[config.mk]
export PLATFORM = sky130hd
export DESIGN_NAME = flop_pipe
export DESIGN_NICKNAME = d
export VERILOG_FILES = /design/src/rtl/gpu_common_pkg.sv /design/src/rtl/flop_stage.sv /design/src/rtl/flop_pipe.sv
export SDC_FILE = /design/constraint.sdc
export NUM_CORES = 1
export LEC_CHECK = 0
export BUFFER_PORTS_ARGS = -buffer_cell sky130_fd_sc_hd__buf_2
export CAP_MARGIN = 20
export CELL_PAD_IN_SITES_DETAIL_PLACEMENT = 2
export CELL_PAD_IN_SITES_GLOBAL_PLACEMENT = 2
export CORE_MARGIN = 2
export CORE_UTILIZATION = 32
export DETAILED_ROUTE_END_ITERATION = 10
export GPL_ROUTABILITY_DRIVEN = 0
export PLACE_DENSITY_LB_ADDON = 0.25
export SLEW_MARGIN = 20
export SYNTH_ARGS = -nofsm -noshare
export SYNTH_HDL_FRONTEND = slang
export SYNTH_SLANG_ARGS = --single-unit
export TNS_END_PERCENT = 50
[constraint.sdc]
create_clock -name clk -period 1.4 [get_ports clk]
set_input_delay 0.14 -clock clk [delete_from_list [all_inputs] [get_ports clk]]
set_output_delay 0.14 -clock clk [all_outputs]
set_load 0.03 [all_outputs]
[src/rtl/gpu_common_pkg.sv]
// Shared GPU datapath helpers: default pipe geometry and occupancy-counter width.
package gpu_common_pkg;

    localparam int DEFAULT_WIDTH = 32;
    localparam int DEFAULT_DEPTH = 2;

    function automatic int clog2(input int value);
        int w;
        w = 0;
        while ((1 << w) < value) begin
            w++;
        end
        return w;
    endfunction

    // A counter covering 0..depth needs clog2(depth+1) bits, never fewer than one.
    function automatic int occ_width(input int depth);
        int w;
        w = clog2(depth + 1);
        return (w < 1) ? 1 : w;
    endfunction

endpackage

[src/rtl/flop_stage.sv]
// One pipeline stage: a valid bit plus a data word that loads only when the source is valid.
module flop_stage
    import gpu_common_pkg::*;
#(
    parameter int               WIDTH     = DEFAULT_WIDTH,
    parameter logic [WIDTH-1:0] RESET_VAL = {WIDTH{1'b0}}
) (
    input  logic             clk,
    input  logic             rst,
    input  logic             i_flush,
    input  logic             i_ld,
    input  logic             i_valid,
    input  logic [WIDTH-1:0] i_data,
    output logic             o_valid,
    output logic [WIDTH-1:0] o_data
);

    logic             r_valid;
    logic [WIDTH-1:0] r_data;

    // Flush clears the valid bit only; data is left alone so bubbles never toggle the word.
    always_ff @(posedge clk or negedge rst) begin
        if (!rst) begin
            r_valid <= 1'b0;
            r_data  <= RESET_VAL;
        end else if (i_flush) begin
            r_valid <= 1'b0;
        end else if (i_ld) begin
            r_valid <= i_valid;
            if (i_valid) begin
                r_data <= i_data;
            end
        end
    end

    assign o_valid = r_valid;
    assign o_data  = r_data;

endmodule

[src/rtl/flop_pipe.sv]
// WIDTH-bit, DEPTH-stage valid/ready register pipeline with flush and occupancy count.
// Define FLOP_PIPE_BUBBLE_COLLAPSE_EN to let empty stages fill while the output is stalled.
module flop_pipe
    import gpu_common_pkg::*;
#(
    parameter int               WIDTH     = DEFAULT_WIDTH,
    parameter int               DEPTH     = DEFAULT_DEPTH,
    parameter logic [WIDTH-1:0] RESET_VAL = {WIDTH{1'b0}}
) (
    input  logic                          clk,
    input  logic                          rst,
    input  logic                          flush,
    input  logic                          in_valid,
    output logic                          in_ready,
    input  logic [WIDTH-1:0]              in_data,
    output logic                          out_valid,
    input  logic                          out_ready,
    output logic [WIDTH-1:0]              out_data,
    output logic [occ_width(DEPTH)-1:0]   occ
);

    localparam int OCC_W = occ_width(DEPTH);

    logic [DEPTH-1:0] w_valid;
    logic [DEPTH-1:0] w_ld;
    logic [DEPTH-1:0] w_srcValid;
    logic [WIDTH-1:0] w_data    [DEPTH];
    logic [WIDTH-1:0] w_srcData [DEPTH];

`ifdef FLOP_PIPE_BUBBLE_COLLAPSE_EN
    // A stage may load whenever some stage at or beyond it has room, so the chain
    // reduces to "a hole exists downstream"; walking from the output avoids a comb loop.
    always_comb begin
        logic hole;
        w_ld = '0;
        hole = out_ready;
        for (int k = DEPTH - 1; k >= 0; k--) begin
            hole    = hole || !w_valid[k];
            w_ld[k] = hole;
        end
    end
`else
    always_comb begin
        w_ld = {DEPTH{!w_valid[DEPTH-1] || out_ready}};
    end
`endif

    for (genvar k = 0; k < DEPTH; k++) begin : g_stage
        if (k == 0) begin : g_head
            assign w_srcValid[k] = in_valid;
            assign w_srcData[k]  = in_data;
        end else begin : g_body
            assign w_srcValid[k] = w_valid[k-1];
            assign w_srcData[k]  = w_data[k-1];
        end

        flop_stage #(
            .WIDTH     (WIDTH),
            .RESET_VAL (RESET_VAL)
        ) u_stage (
            .clk     (clk),
            .rst     (rst),
            .i_flush (flush),
            .i_ld    (w_ld[k]),
            .i_valid (w_srcValid[k]),
            .i_data  (w_srcData[k]),
            .o_valid (w_valid[k]),
            .o_data  (w_data[k])
        );
    end

    assign in_ready  = w_ld[0] && !flush;
    assign out_valid = w_valid[DEPTH-1];
    assign out_data  = w_data[DEPTH-1];

    always_comb begin
        occ = '0;
        for (int k = 0; k < DEPTH; k++) begin
            occ = occ + OCC_W'(w_valid[k]);
        end
    end

endmodule

Word-level counts from Yosys, hierarchy flattened
Index checks and enable logic that the tools add are counted.
{"block": "word_totals", "inputBits": 37, "out_inout_bits": 36, "elab_cells": 17, "regBits": 66}
{"block": "classes", "reduce_logical": 7, "bitwise": 1, "mux": 4, "add_sub_neg": 1}
{"cell": "3-bit AND reduction", "count": 2}
{"cell": "1-bit two-way mux", "count": 4}
{"cell": "1-bit by 1-bit adder with 2-bit output", "count": 1}
{"cell": "1-bit logical NOT", "count": 2}
{"cell": "2-bit nonzero test", "count": 1}
{"cell": "1-bit logical AND", "count": 1}
{"cell": "1-bit logical OR", "count": 1}
{"cell": "1-bit NOT", "count": 1}

Logic depth before layout (Yosys ltp)
Gate-level depths: netlist (run 1).
{"block": "depth", "ltp_word": 4, "depth_mapped": 5, "mapped_depth_nobuf": 3}

Hierarchy
From an unflattened synthesis (run 1), not the netlist that was laid out.
{"block": "unflattened", "hier_cells": 145, "area_unflattened_um2": 2772.7}
{"mod": "flop_stage", "cells_per_inst": 71, "area_per_inst_um2": 1366.3, "instances": 2, "seq_area_each_um2": 825.8}
{"mod": "flop_pipe", "cells_per_inst": 3, "area_per_inst_um2": 40.0, "instances": 1, "seq_area_each_um2": 0.0}

Worst setup path after synthesis (run 1)
OpenSTA, ideal clock, no wires.
{"block": "synth_path", "path_type": "reg-to-reg", "from": "register g_stage[1].u_stage.r_valid", "to": "register g_stage[0].u_stage.r_data[11]", "required_ns": 1.275, "synth_period_minus_slack_ns": 1.707, "slack_ns": -0.307, "path_buffers": 2, "arrival_time_ns": 1.582, "setup_ns": 0.125, "stages_incl_launch_ff": 6, "cell_sequence": "dfrtp_1 nor2b_1 buf_6 nor3b_4 buf_6 mux2_2"}
{"block": "synth_via", "elab_chain_len": 3}
{"item": "start: declaration", "line_no": "flop_stage.sv:18", "text": "logic r_valid;"}
{"item": "start signal: assignment", "line_no": "flop_stage.sv:29", "text": "r_valid <= i_valid;"}
{"item": "1-bit logical NOT", "line_no": "flop_pipe.sv:44", "text": "w_ld = {DEPTH{!w_valid[DEPTH-1] || out_ready}};"}
{"item": "1-bit logical OR", "line_no": "flop_pipe.sv:44"}
{"item": "3-bit AND reduction (no source line)"}
{"item": "end signal: assignment", "line_no": "flop_stage.sv:31", "text": "r_data <= i_data;"}
{"item": "end: declaration", "line_no": "flop_stage.sv:19", "text": "logic [WIDTH-1:0] r_data;"}
No other way between the ends.
A chain may end at the register's enable or synchronous reset.

Worst setup path in the final report (run 1)
{"block": "layout_path", "from": "register g_stage[1].u_stage.r_valid", "to": "register g_stage[1].u_stage.r_data[18]"}
{"block": "layout_via", "elab_chain_len": 3}
{"item": "1-bit logical NOT", "line_no": "flop_pipe.sv:44"}
{"item": "1-bit logical OR", "line_no": "flop_pipe.sv:44"}
{"item": "3-bit AND reduction (no source line)"}
{"item": "end signal: assignment", "line_no": "flop_stage.sv:31"}
{"item": "end: declaration", "line_no": "flop_stage.sv:19"}
No other way between the ends.

==> impl_results.md, run 1 <==
- #FFs+latches synth: 66
- Post-Route WL: around 6600 um
- Row count: 32
- Hold Path End: g_stage[0].u_stage.o_data[20]
- Fin area: 3720 sq um
- Worst EP required: roughly 1600 ps
- FF-to-FF Start: g_stage[1].u_stage.o_valid
- Warning count from the yosys run: 0
- Vias in the first global route: 1802
- WL/cell: 19.1 um
- Total Power: 6230 uW
- Failing checks: negative setup slack
- Max IR drop VDD: 0.594 mV
- Worst reg2reg setup slack: -140 ps
- Avg Synthesized Cell Area: 17.3 sq um
- Mapped cell area: 2530 sq um
- Final Skew: 6.90 ps
- Unrepaired setup endpoints after global routing: true
- Period utilisation layout: 1.10
- Drc violations: 0
- Crit path max fanout: 7
- Status: finished with violations
- Nets@finish: 278
- Area post-placement: 3100 sq um
- Slew margin rel.: 0.763
- Largest net degree at the start of global routing: 67
- H-tree depth: 3
- Max Cap Viol: 0
- Fin util: 0.484
- Synth area leaders: dfrtp_1 (65%), mux2_2 (27%), buf_6 (3.1%), mux2_1 (1.8%), nor3b_4 (1.5%)
- 1st-iter DRT viols: 38
- Actual slew at the worst max-slew pin: ~360 ps
- P_leak: 0.00182 uW
- Die width: 93.0 um
- First-pass iteration count of the detailed router: 4
- Antenna cells: 0
- Critical Path End Type: flip-flop
- Syn Inst Count: 146
- Hold slack: 34.4 ps
- Clock tree buffer depth: 2
- CTS tree: yes
- Die ar.: 8640 sq um
- Port Buffers: 72
- Fraction of layout cells with a size suffix above 1: 0.705
- Clock sinks: 66
- Initial antenna violation count: 0
- Setup-failing EPs final: 65
- Fin Setup TNS: -5790 ps
- Post-route ant nets: 0
- Seq/Total Area, Yosys: 0.652
- IO Pins: between 70 and 80
- Power Density: 1670 nW/um^2
- Hold Path Depth: 2
- Setup ws final: -140 ps
- Worst EP arrival: 1760 ps
- Final hold violation count: 0
- Slew Limit Fails: 0
- Clk slew on worst S/H paths: 70 ps
- Startpoint type of the worst setup path: flip-flop
- GR Overflow Total: 0
- Clock latency at the later pin of the worst-skew pair: about 330 ps
- Core area: 7690 sq um
- Filler instances: around 770
- Crit Path Class: flip-flop to flip-flop
- Max Clk Rate: 649 MHz
- Time the worst path needs with I/O delays and setup: 1540 ps
- Cell taking the most area after synthesis: dfrtp_1
- Clock root buffer master: clkbuf_8
- CTS Buf Count: 9
- Unique masters post-synth: 9
- Post-DR vias/cell: 4.54
- Global-route wire length before repair: 9800 um
- Vias: 1570
- Starting Density: 0.329
- FF-to-FF path depth: 5
- RR Endpoint: g_stage[1].u_stage.o_data[18]
- Die height: 93.0 um
- Gr usage total: 0.150
- Synthesis-to-layout area growth: 46.9%
- Top-area cell type share of the netlist area: 0.652
- Post-DP HPWL: 3720 um
- Syn nets: 184
- Hold crit path type: primary input to flip-flop
- Hold path start: in_data[20]
[synthesized netlist by cell type]
master,instances
ha_1,1
dfrtp_1,66
nor2b_1,1
mux2_2,60
nor3b_4,2
buf_6,7
mux2_1,4
nor2_1,4
mux2i_1,1
[area by class of cell]
type / instances / area (sq um) / share of cell area
clock inverter: 3 / 40.0 / 0.0108
timing repair buffer: 90 / 691 / 0.186
multi-input combinational: 73 / 1060 / 0.286
tap: 102 / 128 / 0.0343
sequential: 66 / 1650 / 0.444
clock buffer: 12 / 145 / 0.0390
[worst max-delay path by stage]
stage                                               end                  startpoint
after floorplan           g_stage[0].u_stage.o_data[11]  g_stage[1].u_stage.o_valid
after global placement     g_stage[1].u_stage.o_data[7]  g_stage[1].u_stage.o_valid
after detailed placement  g_stage[0].u_stage.o_data[28]  g_stage[1].u_stage.o_valid
after CTS                  g_stage[1].u_stage.o_data[7]  g_stage[1].u_stage.o_valid
after global routing      g_stage[1].u_stage.o_data[18]  g_stage[1].u_stage.o_valid
final                     g_stage[1].u_stage.o_data[18]  g_stage[1].u_stage.o_valid
[through the flow]
stage,instances,worst slack [ps]
6_report,346,-140
5_1_grt,346,-185
4_1_cts,340,-122
3_5_place_dp,321,-147
3_3_place_gp,321,-92.9
2_1_floorplan,146,-264
[placed cells by master, fill, tap and decap left out, drive strengths merged]
cell         count
buf             85
dfrtp           66
mux2            64
clkbuf          16
nor2             4
nor3b            2
clkinv           2
nor2b            1
mux2i            1
ha               1
bufinv           1
dlygate4sd3      1
[registers in the layout, indices dropped and copies added (netlist names)]
register                 flops
g_stage.u_stage.o_data      64
g_stage.u_stage.o_valid      2
[power by group]
part,total (uW),switching [uW],internal [uW]
clock network,1590,730,858
logic,2010,1050,955
registers,2630,267,2370
[per-layer routing]
metal | wire length [um] | track usage | vias to the layer above
met3 | 301 | 0.0358 | 9
met5 | 0 | 0 | -
met4 | 65 | 0.0515 | 0
li1 | - | - | 698
met1 | 2920 | 0.189 | 819
met2 | 3330 | 0.252 | 44
[critical path, cell delays in order (launching register included)]
cell	delay, ps
dfrtp_2	400
nor2b_4	150
nor3b_4	220
buf_12	180
clkbuf_16	170
mux2_4	300
[cell families after synthesis]
| kind of cell | after synthesis | share of synthesized area |
|---|---|---|
| flip-flops | 66 | 0.652 |
| multiplexers | 65 | 0.289 |
| buffers and inverters | 7 | 0.0311 |
| AND/OR/NAND/NOR | 7 | 0.0232 |
| adder cells (fa/ha/maj) | 1 | 0.00494 |
[what timing repair did]
item	4_1_cts	5_1_grt
endpoints found under the setup margin	66	66
pin swaps	2	1
hold endpoints to repair	66	0
gates resized for setup	47	18
cloned	1	5
buffers inserted	2	1
hold buffers	1	0
(Power assumes the default switching activity.)
==> run 2, diff against run 1 <==
Settings changed: RECOVER_POWER from default to 25.
==> impl_results.md, run 2 (same netlist as run 1, synthesis figures left out) <==
- Initial antenna violation count: 0
- Synthesis-to-layout area growth: 46.4%
- Fin area: 3710 sq um
- Final hold violation count: 0
- Slew margin rel.: 0.397
- IO Pins: 73
- Post-Route WL: around 6600 um
- Drc violations: 0
- Final Skew: between 6 and 7 ps
- Slew Limit Fails: 0
- Vias: 1571
- Worst EP arrival: 1760 ps
- H-tree depth: 3
- 1st-iter DRT viols: 39
- Clk slew on worst S/H paths: about 70 ps
- Core area: 7690 sq um
- Commonest cells after routing, fill and taps aside: buf_2 (70), dfrtp_1 (65), mux2_4 (64)
- Post-route ant nets: 0
- First-pass iteration count of the detailed router: 4
- Max Clk Rate: roughly 650 MHz
- Port Buffers: 72
- Unrepaired setup endpoints after global routing: true
- CTS Buf Count: 9
- Clock tree buffer depth: 2
- Clock latency at the later pin of the worst-skew pair: 330 ps
- Crit path max fanout: 7
- Largest net degree at the start of global routing: 67
- Nets@finish: 278
- Vias in the first global route: about 1800
- Actual slew at the worst max-slew pin: approximately 900 ps
- Failing checks: negative setup slack
- Startpoint type of the worst setup path: flip-flop
- Status: finished with violations
- Worst EP required: 1620 ps
- WL/cell: 19.1 um
- Antenna cells: 0
- Crit Path Class: flip-flop to flip-flop
- GR Overflow Total: 0
- Clock root buffer master: clkbuf_8
- Hold crit path type: primary input to flip-flop
- Time the worst path needs with I/O delays and setup: 1540 ps
- Row count: 32
- Fraction of layout cells with a size suffix above 1: 0.705
- Die ar.: 8640 sq um
- Gr usage total: 0.150
- Setup ws final: -140 ps
- Die width: 93.0 um
- Post-DR vias/cell: ~4.5
- Area post-placement: 3100 sq um
- Global-route wire length before repair: 9800 um
- Max Cap Viol: 0
- CTS tree: yes
- Die height: ~93 um
- Most common cell after layout, fill and taps aside: buf_2
- Critical Path End Type: flip-flop
- Max reg flops: 64
- Worst slack at placement: -147 ps
- Period utilisation layout: 1.10
- Starting Density: 0.329
- Power Density: 1680 nW/um^2
- Max IR drop VDD: 0.594 mV
- Fin util: 0.482
- P_leak: 0.00181 uW
- Total Power: ~6200 uW
- Setup-failing EPs final: 65
- Clock sinks: 66
- Post-DP HPWL: 3720 um
## run 2: cell count changes in the layout (fill, tap and decap cells not counted)
cell      previous run  this run
clkbuf_4             0         1
buf_12               5         4
## run 2: worst paths after layout
path	from	slack (ps)	cells past startpoint	endpoint
max	g_stage[1].u_stage.o_valid	-140	5	g_stage[1].u_stage.o_data[18]
max reg2reg	g_stage[1].u_stage.o_valid	-140	5	g_stage[1].u_stage.o_data[18]
max in group asynchronous	rst	200	3	g_stage[1].u_stage.o_valid
min in group asynchronous	rst	580	3	g_stage[1].u_stage.o_data[22]
min reg2reg	g_stage[1].u_stage.o_data[12]	510	1	g_stage[1].u_stage.o_data[12]
min	in_data[20]	30	2	g_stage[0].u_stage.o_data[20]
## run 2: layout make-up
cell class | instances | area (sq um)
sequential | 66 | 1650
fill | 767 | 3980
multi-input combinational | 73 | 1060
timing repair buffer | 90 | 678
clock inverter | 3 | 40.0
clock buffer | 12 | 145
tap | 102 | 128
## run 2: worst max-delay path, stage by stage, from the launching register on
cell and delay [ps]:
dfrtp_2 400, nor2b_4 150, nor3b_4 220, buf_12 180, clkbuf_16 170, mux2_4 300
## run 2: power by group
group | internal (uW) | switching, uW | total [uW]
Sequential | 2370 | 267 | 2630
Clock | 858 | 730 | 1590
Combinational | 951 | 1050 | 2000
## run 2: stage by stage
step                      hold slack, ps  instances  setup TNS, ps
after floorplan                     -156        146         -15750
after global placement               188        321          -4420
after detailed placement             191        321          -6720
after CTS                           25.3        340          -5390
after global routing                15.2        346          -9180
final                               34.4        346          -5790
## run 2: what timing repair did
action / CTS / global route
endpoints found under the setup margin: 66 / 66
resized for setup: 47 / 18
buffers inserted: 2 / 1
hold endpoints to repair: 66 / 0
hold buffers: 1 / 0
pin swaps: 2 / 1
gates cloned: 1 / 5
## run 2: layer usage
layer / up-vias / part of all wire / global-route usage
li1: 698 / - / -
met1: 820 / 0.44 / 0.189
met2: 44 / 0.50 / 0.252
met3: 9 / 0.046 / 0.0358
met4: 0 / 0.0098 / 0.0515
met5: - / 0 / 0
